`src/rtl/onehot_index_encoder.sv`:
```
//------------------------------------------------------------------------------
// Module      : onehot_index_encoder
// Description : Accepts a WIDTH-bit request mask over a valid/ready handshake
//               and emits the binary index of every set bit, one index per
//               accepted output beat, flagging the final beat with out_last.
//               A zero mask is absorbed and reported with a one-cycle
//               zero_err pulse.
//               Optional build macro: ONEHOT_ENC_MSB_FIRST_EN
//                 undefined : lowest set bit first (ascending indices)
//                 defined   : highest set bit first (descending indices)
// Revision    : 1.0 - initial release
//------------------------------------------------------------------------------
`default_nettype none

module onehot_index_encoder #(
  parameter int WIDTH = 8,
  parameter int IDX_W = $clog2(WIDTH)
) (
  input  logic             clk,
  input  logic             rst,
  input  logic             in_valid,
  output logic             in_ready,
  input  logic [WIDTH-1:0] in,
  output logic             out_valid,
  input  logic             out_ready,
  output logic [IDX_W-1:0] out_idx,
  output logic             out_last,
  output logic             zero_err
);

  localparam logic [WIDTH-1:0] c_ONE = WIDTH'(1);

  typedef enum logic [0:0] {
    S_IDLE = 1'b0,
    S_EMIT = 1'b1
  } state_t;

  state_t           r_state;
  state_t           w_state_nxt;
  logic [WIDTH-1:0] r_pending;
  logic [WIDTH-1:0] w_pending_nxt;
  logic [WIDTH-1:0] w_sel;
  logic [IDX_W-1:0] w_idx;
  logic             w_single;
  logic             r_zero_err;
  logic             w_zero_err_nxt;
  logic             w_emit;

  // Priority select of the next bit to emit; the last match in loop order wins,
  // so the loop direction decides which end of the mask has priority.
  always_comb begin
    w_sel = '0;
    w_idx = '0;
`ifdef ONEHOT_ENC_MSB_FIRST_EN
    for (int i = 0; i < WIDTH; i++) begin
      if (r_pending[i]) begin
        w_sel    = '0;
        w_sel[i] = 1'b1;
        w_idx    = IDX_W'(i);
      end
    end
`else
    for (int i = WIDTH - 1; i >= 0; i--) begin
      if (r_pending[i]) begin
        w_sel    = '0;
        w_sel[i] = 1'b1;
        w_idx    = IDX_W'(i);
      end
    end
`endif
  end

  // Exactly one bit set: nonzero and clearing the lowest set bit leaves zero.
  assign w_single = (r_pending != '0) && ((r_pending & (r_pending - c_ONE)) == '0);

  assign w_emit    = (r_state == S_EMIT);
  assign in_ready  = (r_state == S_IDLE);
  assign out_valid = w_emit;
  assign out_idx   = w_emit ? w_idx : '0;
  assign out_last  = w_emit & w_single;
  assign zero_err  = r_zero_err;

  // Next-state and pending-mask update for both handshakes.
  always_comb begin
    w_state_nxt    = r_state;
    w_pending_nxt  = r_pending;
    w_zero_err_nxt = 1'b0;
    case (r_state)
      S_IDLE: begin
        if (in_valid) begin
          w_pending_nxt = in;
          if (in != '0) begin
            w_state_nxt = S_EMIT;
          end else begin
            w_zero_err_nxt = 1'b1;
          end
        end
      end
      S_EMIT: begin
        if (out_ready) begin
          w_pending_nxt = r_pending & ~w_sel;
          if (w_single) begin
            w_state_nxt = S_IDLE;
          end
        end
      end
      default: begin
        w_state_nxt   = S_IDLE;
        w_pending_nxt = '0;
      end
    endcase
  end

  // State, pending mask and zero-mask pulse registers; reset discards any burst.
  always_ff @(posedge clk) begin
    if (rst) begin
      r_state    <= S_IDLE;
      r_pending  <= '0;
      r_zero_err <= 1'b0;
    end else begin
      r_state    <= w_state_nxt;
      r_pending  <= w_pending_nxt;
      r_zero_err <= w_zero_err_nxt;
    end
  end

endmodule

`default_nettype wire

```
`config.mk`:
```
export PLATFORM = sky130hd
export DESIGN_NAME = onehot_index_encoder
export DESIGN_NICKNAME = d
export VERILOG_FILES = /design/src/rtl/onehot_index_encoder.sv
export SDC_FILE = /design/constraint.sdc
export NUM_CORES = 1
export LEC_CHECK = 0
export ABC_AREA = 1
export CORE_UTILIZATION = 48
export CTS_CLUSTER_DIAMETER = 50
export DETAILED_ROUTE_END_ITERATION = 10
export GPL_TIMING_DRIVEN = 0
export PLACE_DENSITY = 0.84
export RECOVER_POWER = 50
export REMOVE_ABC_BUFFERS = 1
export SLEW_MARGIN = 20
export SYNTH_ARGS = -nofsm -noshare
export SYNTH_HDL_FRONTEND = slang
export SYNTH_SLANG_ARGS = --single-unit
```
`constraint.sdc`:
```
create_clock -name clk -period 2.4 [get_ports clk]
set_input_delay 0.24 -clock clk [delete_from_list [all_inputs] [get_ports clk]]
set_output_delay 0.24 -clock clk [all_outputs]
set_load 0.05 [all_outputs]
```
# == Yosys cells after proc, flatten, opt, wreduce, memory -nomap -nowiden ==
# Index checks and enable logic that the tools add are counted.
# totals
ff_bits,10
in_bits,12
out_inout_bits,7
elab_cells,44
# op_classes
addsub,1
n_eq_ne,2
mux,26
bitwise_logic,6
reduce_logical,6
# op_table
operator,n
$mux W8,10
$mux W3,9
$and A8 B8 Y8,2
$pmux W8 S2,1
$reduce_bool A8 Y1,2
$logic_not A8 Y1,1
$not A8 Y8,1
$sub A8 B1 Y8 const B,1
$mux W1,5
$ne A2 B2 Y1 const B,2
$reduce_or A3 Y1,1
$not A1 Y1,2
$pmux W1 S2,1
$reduce_and A2 Y1,1
$and A1 B1 Y1,1
$logic_and A1 B1 Y1,1

# == Longest topological paths before layout ==
# Gate-level depths: netlist of the first run.
# logic_depth
word_depth,12
mapped_depth,8
mapped_depth_nobuf,8

# == Worst setup path before layout of the first run ==
# OpenSTA, ideal clock, no wires.
# synth_timing
path_type,register -> output
startpoint,register r_state (netlist: out_valid)
endpoint,output port out_idx[2]
t_arrival_ns,2.324
required_ns,2.160
setup_slack_ns,-0.164
stages_incl_launch_ff,4
path_buffers,1
path_cell_list,dfxtp_1 inv_2 buf_2 nor3b_1
# synth_via
elab_chain_len,1
# synth_lines
item,line_no,rtl
from (decl),38,state_t r_state;
from (signal assigned),121,r_state <= w_state_nxt;
$mux W3,79,assign out_idx = w_emit ? w_idx : '0;
to (decl),26,"output logic [IDX_W-1:0] out_idx,"
# No other way between the ends.

# == Worst setup path in the final report of the first run ==
# layout_timing
startpoint,register r_pending[7]
endpoint,output port out_idx[0]
# layout_via
elab_chain_len,9
# layout_lines
item,line_no,rtl
from (decl),40,logic [WIDTH-1:0] r_pending;
from (signal assigned),122,r_pending <= w_pending_nxt;
$mux W3 (8 in series),64,if (r_pending[i]) begin
$mux W3,79,
# No other way between the ends.

==> results by group, run 1 <==
Timing
  • Final setup violation count: 0
  • Setup repair after global routing missed its margin: false
  • Final min period: 2.210 ns
  • Final Max Tran Viols: 0
  • Peak Freq: 452.5 MHz
  • Max Clock Skew: 0.003840 ns
  • Total negative slack for setup checks: 0 ns
  • Worst Hold Margin: 0.4994 ns
  • Count of final hold-check violations: 0
  • Ratio of final minimum period to clock period: 92.09%
  • Max-slew headroom at the worst pin: 57.09%
  • Actual slew at the worst max-slew pin: 0.6412 ns

Global route
  • Number of global-route vias before repair: 620
  • Wire length of the first global-routing pass: 2815 microns
  • Total grt overflow: 0
  • Antenna violations before repair: 0
  • GRT Util Overall: 28.54%
  • Pin count of the biggest net entering global routing: 14

Route
  • Detailed-route DRC error count: 0
  • Detailed-router iteration count before antenna repair: 4
  • Average wire length per cell after detail routing: 13.04 microns
  • Vias after detailed routing: 750
  • Total wirelength of the detailed-routed design: 1761 microns
  • DR vias/cell: 5.556
  • Starting DRC count in detailed routing: 19
  • Remaining antenna violation count after routing: 0

Synth
  • Post-Synth XOR/XNOR Area: 0%
  • Adder-cell share of the synthesized area: 0%
  • Post-synthesis sequential area ratio: 30.95%
  • Combinational family with the most area after synthesis: simple AND/OR/NAND/NOR gates
  • Main area contributors after synthesis: sky130_fd_sc_hd__dfxtp_1 31%, sky130_fd_sc_hd__nand2_1 15%, sky130_fd_sc_hd__a21oi_1 6.2%
  • Cell type contributing the most total cell area after synthesis: sky130_fd_sc_hd__dfxtp_1
  • Compound-cell area share of the yosys netlist: 21.28%
  • Post-synthesis register bit count: 10
  • Number of distinct library cells after synthesis: 22
  • Number of synthesis warnings: 0
  • Simple-gate portion of the synthesized area: 38.68%
  • Total standard cell area after synthesis: 646.9 sq um
  • Fraction of post-synthesis cell area in the top cell type by area: 30.95%
  • Proportion of synthesized area in mux cells: 0%
  • Mean area per synthesized cell: 6.469 sq um
  • Gate Count Post-Synth: 100

Worst setup path
  • Type of element capturing the critical path: output port
  • Critical path's largest stage delay: 0.82 ns
  • Critical path depth in cells: 7
  • Type of origin of the critical path: flip-flop
  • Buffering stage count on the worst path with inverters included: 2
  • Required time at the worst-slack endpoint: 2.16 ns
  • Reg2reg start: out_valid
  • Critical path data arrival time: 1.97 ns
  • Endpoint of the worst register-to-register path: r_pending[6]
  • Top cell family by delay on the critical path: buffers and inverters
  • Largest fanout on the critical path: 4
  • Cell count of the worst reg-to-reg path: 8
  • Cells traversed along the worst timing path: inv_1 -> nor2_1 -> o21ai_0 -> nand2_1 -> a21oi_1 -> nor3_1 -> clkdlybuf4s50_1
  • Worst Setup Path Type: reg -> out
  • Worst-path cell with the longest stage delay: sky130_fd_sc_hd__clkdlybuf4s50_1
  • Slack of the worst reg-to-reg path: 0.51 ns

Power
  • Static power due to leakage: 0.3870 nW
  • Largest vdd supply drop: 0.3651 mV
  • Power after layout: 0.5835 mW
  • Cell area power density: 687.9 mW/mm^2

CTS
  • Clock buffers created by TritonCTS: 3
  • Clk buf depth: 2
  • Reg clk slew, reported paths: 0.08 ns
  • Buffers inserted during post-CTS setup optimization: 0
  • Hold Buf Count CTS: 0
  • Skew-Pair Late Insertion Delay: 0.28 ns
  • CTS tree: yes
  • H-tree depth: 1
  • Number of sinks handled by clock tree synthesis: 10
  • Buffer type at the clock tree root: sky130_fd_sc_hd__clkbuf_4
  • Number of instances resized during post-cts repair: 1

Final layout
  • Final-layout fill cell count: 110
  • Ant diodes: 0
  • Area growth, synth to finish: 31.14%
  • Commonest non-fill, non-tap cell in the layout: sky130_fd_sc_hd__nand2_1
  • Number of non-filler instances in the completed layout: 135
  • Share of post-route cells with drive strength above 1: 11.57%
  • Total number of nets in the final design: 134
  • Commonest non-fill, non-tap cells in the layout: 27 x sky130_fd_sc_hd__nand2_1, 16 x sky130_fd_sc_hd__clkdlybuf4s50_1, 11 x sky130_fd_sc_hd__nor2_1
  • Design area: 848.3 sq um

Placed design
  • Instance count after placement with tap cells included: 131
  • Number of buffers inserted by port buffering: 18
  • Detailed-placement wirelength estimate: 1232 microns
  • Post-placement cell area: 839.6 sq um
  • Placer's final routability congestion estimate: 0.8577

Min path
  • Path class of the lowest-slack min-delay path: reg -> reg
  • Min-Delay Startpoint: r_pending[7]
  • Hold Crit Endpoint: r_pending[7]
  • Hold path depth: 2

Floorplanning
  • Ports: 19
  • Width of the die: 38.71 microns
  • Die ar.: 0.001498 sq mm
  • Floorplan core area: 0.001171 sq mm
  • Floorplan die height: 38.71 microns
  • Site row count: 12
  • Effective utilization at floorplan: 55.24%

Status
  • Run status: completed

Run
  • Number of max-cap violations: 0
==> logic make-up after synthesis <==
group | Yosys count
flops | 10
compound gates | 25
buf+inv | 14
simple gates | 51
==> flip-flops by register name, indices dropped and copies added, names as in the netlist <==
| register | cells |
|---|---|
| zero_err | 1 |
| out_valid | 1 |
| r_pending | 8 |
==> per-stage QoR <==
step	utilization, %	worst slack [ns]
2_1_floorplan	-	-0.1292
3_3_place_gp	71.69	0.2824
3_5_place_dp	71.69	0.2886
4_1_cts	74.68	0.1807
5_1_grt	72.44	0.05042
6_report	72.44	0.1900
==> where the power goes <==
part	leakage, nW	switching, mW	internal, mW
registers	0.0826	0.0210	0.182
clock network	0.0210	0.0715	0.0922
logic	0.283	0.137	0.0793
total	0.387	0.230	0.354
==> worst max path at each step <==
stage,startpoint,to,slack [ns]
2_1_floorplan,out_valid,out_idx[2],-0.13
3_3_place_gp,r_pending[0],out_last,0.28
3_5_place_dp,r_pending[0],out_last,0.29
4_1_cts,r_pending[7],out_idx[0],0.18
5_1_grt,r_pending[7],out_idx[0],0.05
6_report,r_pending[7],out_idx[0],0.19
==> layout make-up <==
class | count | area (sq um) | area share, %
clock buffers | 4 | 36.28 | 4.277
inverters | 13 | 53.80 | 6.342
multi-input cells | 76 | 361.6 | 42.63
flip-flops and latches | 10 | 200.2 | 23.60
well taps | 14 | 17.52 | 2.065
repair buffers | 18 | 178.9 | 21.09
==> tightest hold or removal path, stage by stage, from the launching register on <==
cell	delay [ns]
sky130_fd_sc_hd__dfxtp_1	0.34
sky130_fd_sc_hd__nand2_1	0.07
sky130_fd_sc_hd__a21oi_1	0.05
==> cell usage after synthesis <==
master                     instances
sky130_fd_sc_hd__nor2_2            3
sky130_fd_sc_hd__nand3_1           3
sky130_fd_sc_hd__inv_1             8
sky130_fd_sc_hd__o211ai_1          2
sky130_fd_sc_hd__o22ai_1           2
sky130_fd_sc_hd__buf_2             1
sky130_fd_sc_hd__o21bai_1          2
sky130_fd_sc_hd__nand2_2           2
sky130_fd_sc_hd__nor3b_1           1
sky130_fd_sc_hd__inv_2             3
sky130_fd_sc_hd__nor4_1            2
sky130_fd_sc_hd__nor2_1            9
sky130_fd_sc_hd__nor3_1            2
sky130_fd_sc_hd__inv_4             2
sky130_fd_sc_hd__nand2_4           1
sky130_fd_sc_hd__a21oi_1           8
sky130_fd_sc_hd__dfxtp_1          10
sky130_fd_sc_hd__o21ai_1           5
sky130_fd_sc_hd__o21ai_0           6
sky130_fd_sc_hd__nor2_8            1
sky130_fd_sc_hd__nor2_4            1
sky130_fd_sc_hd__nand2_1          26
==> layer usage <==
metal	routed length (microns)	up-vias	GRT usage, %
met5	0	-	0
met4	10	0	12.93
met1	829	341	37.19
met3	110	2	5.202
met2	811	38	45.00
li1	-	369	-
No activity file was read; power rests on OpenSTA's default activity.
==> run 2, diff against run 1 <==
--- a/config.mk
+++ b/config.mk
@@ -7,12 +7,14 @@
 export LEC_CHECK = 0
 export ABC_AREA = 1
 export CORE_UTILIZATION = 48
+export CTS_BUF_LIST = sky130_fd_sc_hd__clkbuf_16
 export CTS_CLUSTER_DIAMETER = 50
 export DETAILED_ROUTE_END_ITERATION = 10
 export GPL_TIMING_DRIVEN = 0
 export PLACE_DENSITY = 0.84
 export RECOVER_POWER = 50
 export REMOVE_ABC_BUFFERS = 1
+export SKIP_CTS_REPAIR_TIMING = 1
 export SLEW_MARGIN = 20
 export SYNTH_ARGS = -nofsm -noshare
 export SYNTH_HDL_FRONTEND = slang
==> results by group, run 2 (synthesis gave the netlist of run 1 again) <==
Floorplanning
  • Width of the die: 38.71 microns
  • Floorplan core area: 0.001171 sq mm
  • Ports: 19
  • Effective utilization at floorplan: 55.24%
  • Die ar.: 0.001498 sq mm
  • Site row count: 12
  • Floorplan die height: 38.71 microns

Route
  • Detailed-route DRC error count: 0
  • DR vias/cell: 5.726
  • Total wirelength of the detailed-routed design: 1953 microns
  • Remaining antenna violation count after routing: 0
  • Detailed-router iteration count before antenna repair: 4
  • Starting DRC count in detailed routing: 31
  • Average wire length per cell after detail routing: 14.47 microns
  • Vias after detailed routing: 773

Timing
  • Max-slew headroom at the worst pin: 56.68%
  • Count of final hold-check violations: 0
  • Final setup violation count: 0
  • Worst path setup slack after routing: 0.2228 ns
  • Max Clock Skew: 0.0006283 ns
  • Ratio of final minimum period to clock period: 90.71%
  • Actual slew at the worst max-slew pin: 0.6475 ns
  • Final min period: 2.177 ns
  • Setup repair after global routing missed its margin: false
  • Final Max Tran Viols: 0
  • Peak Freq: 459.3 MHz

Placed design
  • Placer's final routability congestion estimate: 0.8577
  • Detailed-placement wirelength estimate: 1232 microns
  • Worst-case setup slack after placement: 0.2886 ns
  • Number of buffers inserted by port buffering: 18

Power
  • Static power due to leakage: 0.4122 nW
  • Portion of total power attributed to combinational logic: 30.1%
  • Cell area power density: 820.2 mW/mm^2
  • Largest vdd supply drop: 0.5445 mV
  • Clock network fraction of design power: 42.0%
  • Internal power: 0.4829 mW
  • Switching share of power: 34.10%
  • Net switching component of the power: 0.2498 mW
  • Share of total power in sequential cells: 27.9%

Final layout
  • Total number of nets in the final design: 134
  • Area growth, synth to finish: 38.10%
  • Total area of multi-input combinational cells: 361.6 sq um
  • Sequential cell area in the final layout: 200.2 sq um
  • Register name with the most flops: r_pending
  • Commonest non-fill, non-tap cell in the layout: sky130_fd_sc_hd__nand2_1
  • Share of post-route cells with drive strength above 1: 10.74%
  • Final-layout fill cell count: 103
  • Commonest non-fill, non-tap cells in the layout: 27 x sky130_fd_sc_hd__nand2_1, 16 x sky130_fd_sc_hd__clkdlybuf4s50_1, 11 x sky130_fd_sc_hd__nor2_1
  • Ant diodes: 0
  • Final core occ: 76.28%
  • Flip-flop count of the largest register after layout: 8

Worst setup path
  • Type of element capturing the critical path: output port
  • Type of origin of the critical path: flip-flop
  • Required time at the worst-slack endpoint: 2.16 ns
  • Largest fanout on the critical path: 4
  • Critical path data arrival time: 1.94 ns
  • Worst Setup Path Type: reg -> out
  • Cell count of the worst reg-to-reg path: 8

CTS
  • CTS tree: yes
  • Buffer type at the clock tree root: sky130_fd_sc_hd__clkbuf_16
  • Skew-Pair Late Insertion Delay: 0.24 ns
  • Reg clk slew, reported paths: 0.04 ns
  • Number of sinks handled by clock tree synthesis: 10
  • Clk buf depth: 2
  • H-tree depth: 1
  • Clock buffers created by TritonCTS: 3

Global route
  • Met1 usage in global routing: 40.00%
  • Global-route layer with the greatest usage: met2
  • Total grt overflow: 0
  • Antenna violations before repair: 0
  • Met2 layer usage reported by global route: 48.75%
  • Met3 GRT Util: 8.092%
  • Pin count of the biggest net entering global routing: 14
  • Wire length of the first global-routing pass: 3098 microns
  • GRT Util Overall: 31.77%
  • Number of global-route vias before repair: 669

Status
  • Run status: completed

Min path
  • Path class of the lowest-slack min-delay path: reg -> reg
  • Hold path depth: 2

Run
  • Number of max-cap violations: 0
run 2: cell types whose count changed in the layout (fill, tap and decap cells not counted), sizes merged:
cell,previous run,this run
dlymetal6s2s,0,1
clkbuf,4,3
clkinvlp,0,1
dlygate4sd2,1,0
clkinv,0,1
inv,13,12
run 2: worst max-delay path, cell delays in order, from the launching register on:
cell	delay [ns]
sky130_fd_sc_hd__dfxtp_1	0.37
sky130_fd_sc_hd__inv_1	0.07
sky130_fd_sc_hd__nor2_1	0.08
sky130_fd_sc_hd__o21ai_0	0.08
sky130_fd_sc_hd__nand2_1	0.07
sky130_fd_sc_hd__a21oi_1	0.07
sky130_fd_sc_hd__nor3_1	0.14
sky130_fd_sc_hd__clkdlybuf4s50_1	0.82
run 2: worst paths after layout:
check / start / to / slack, ns
setup / recovery: r_pending[7] / out_idx[0] / 0.22
hold reg to reg: r_pending[7] / r_pending[7] / 0.50
setup reg to reg: out_valid / r_pending[6] / 0.35
hold / removal: r_pending[7] / r_pending[7] / 0.50
run 2: power groups by stage:
stage          Clock [mW]  Sequential (mW)  Combinational (mW)
2_1_floorplan           0            0.208               0.153
3_3_place_gp            0            0.205               0.221
3_5_place_dp            0            0.206               0.224
4_1_cts             0.306            0.204               0.229
5_1_grt             0.314            0.207               0.242
6_report            0.307            0.205               0.221
run 2: cell type report:
| type | instances | area share [%] |
|---|---|---|
| well taps | 14 | 1.961 |
| clock inverters | 1 | 0.4202 |
| inverters | 13 | 5.882 |
| repair buffers | 18 | 20.45 |
| flip-flops and latches | 10 | 22.41 |
| clock buffers | 3 | 8.403 |
| multi-input cells | 76 | 40.48 |
run 2: metrics by stage:
stage / area [sq um] / setup TNS [ns] / std cells / power [mW] / hold WS (ns)
2_1_floorplan: 641.9 / -0.1802 / 99 / 0.3605 / 0.3091
3_3_place_gp: 839.6 / 0 / 131 / 0.4259 / 0.4862
3_5_place_dp: 839.6 / 0 / 131 / 0.4304 / 0.4849
4_1_cts: 918.4 / 0 / 135 / 0.7388 / 0.4918
5_1_grt: 893.4 / 0 / 135 / 0.7637 / 0.5454
6_report: 893.4 / 0 / 135 / 0.7327 / 0.5036
run 2: per-layer routing:
| layer | wire, microns | vias up |
|---|---|---|
| li1 | - | 372 |
| met4 | 68 | 0 |
| met2 | 901 | 51 |
| met3 | 170 | 8 |
| met1 | 813 | 342 |
| met5 | 0 | - |
==> run 3, diff against run 2 <==
--- a/config.mk
+++ b/config.mk
@@ -11,6 +11,7 @@
 export CTS_CLUSTER_DIAMETER = 50
 export DETAILED_ROUTE_END_ITERATION = 10
 export GPL_TIMING_DRIVEN = 0
+export HOLD_SLACK_MARGIN = 0.12
 export PLACE_DENSITY = 0.84
 export RECOVER_POWER = 50
 export REMOVE_ABC_BUFFERS = 1
==> results of run 3 <==
Final layout, timing and power as in run 2 (identical DEF).
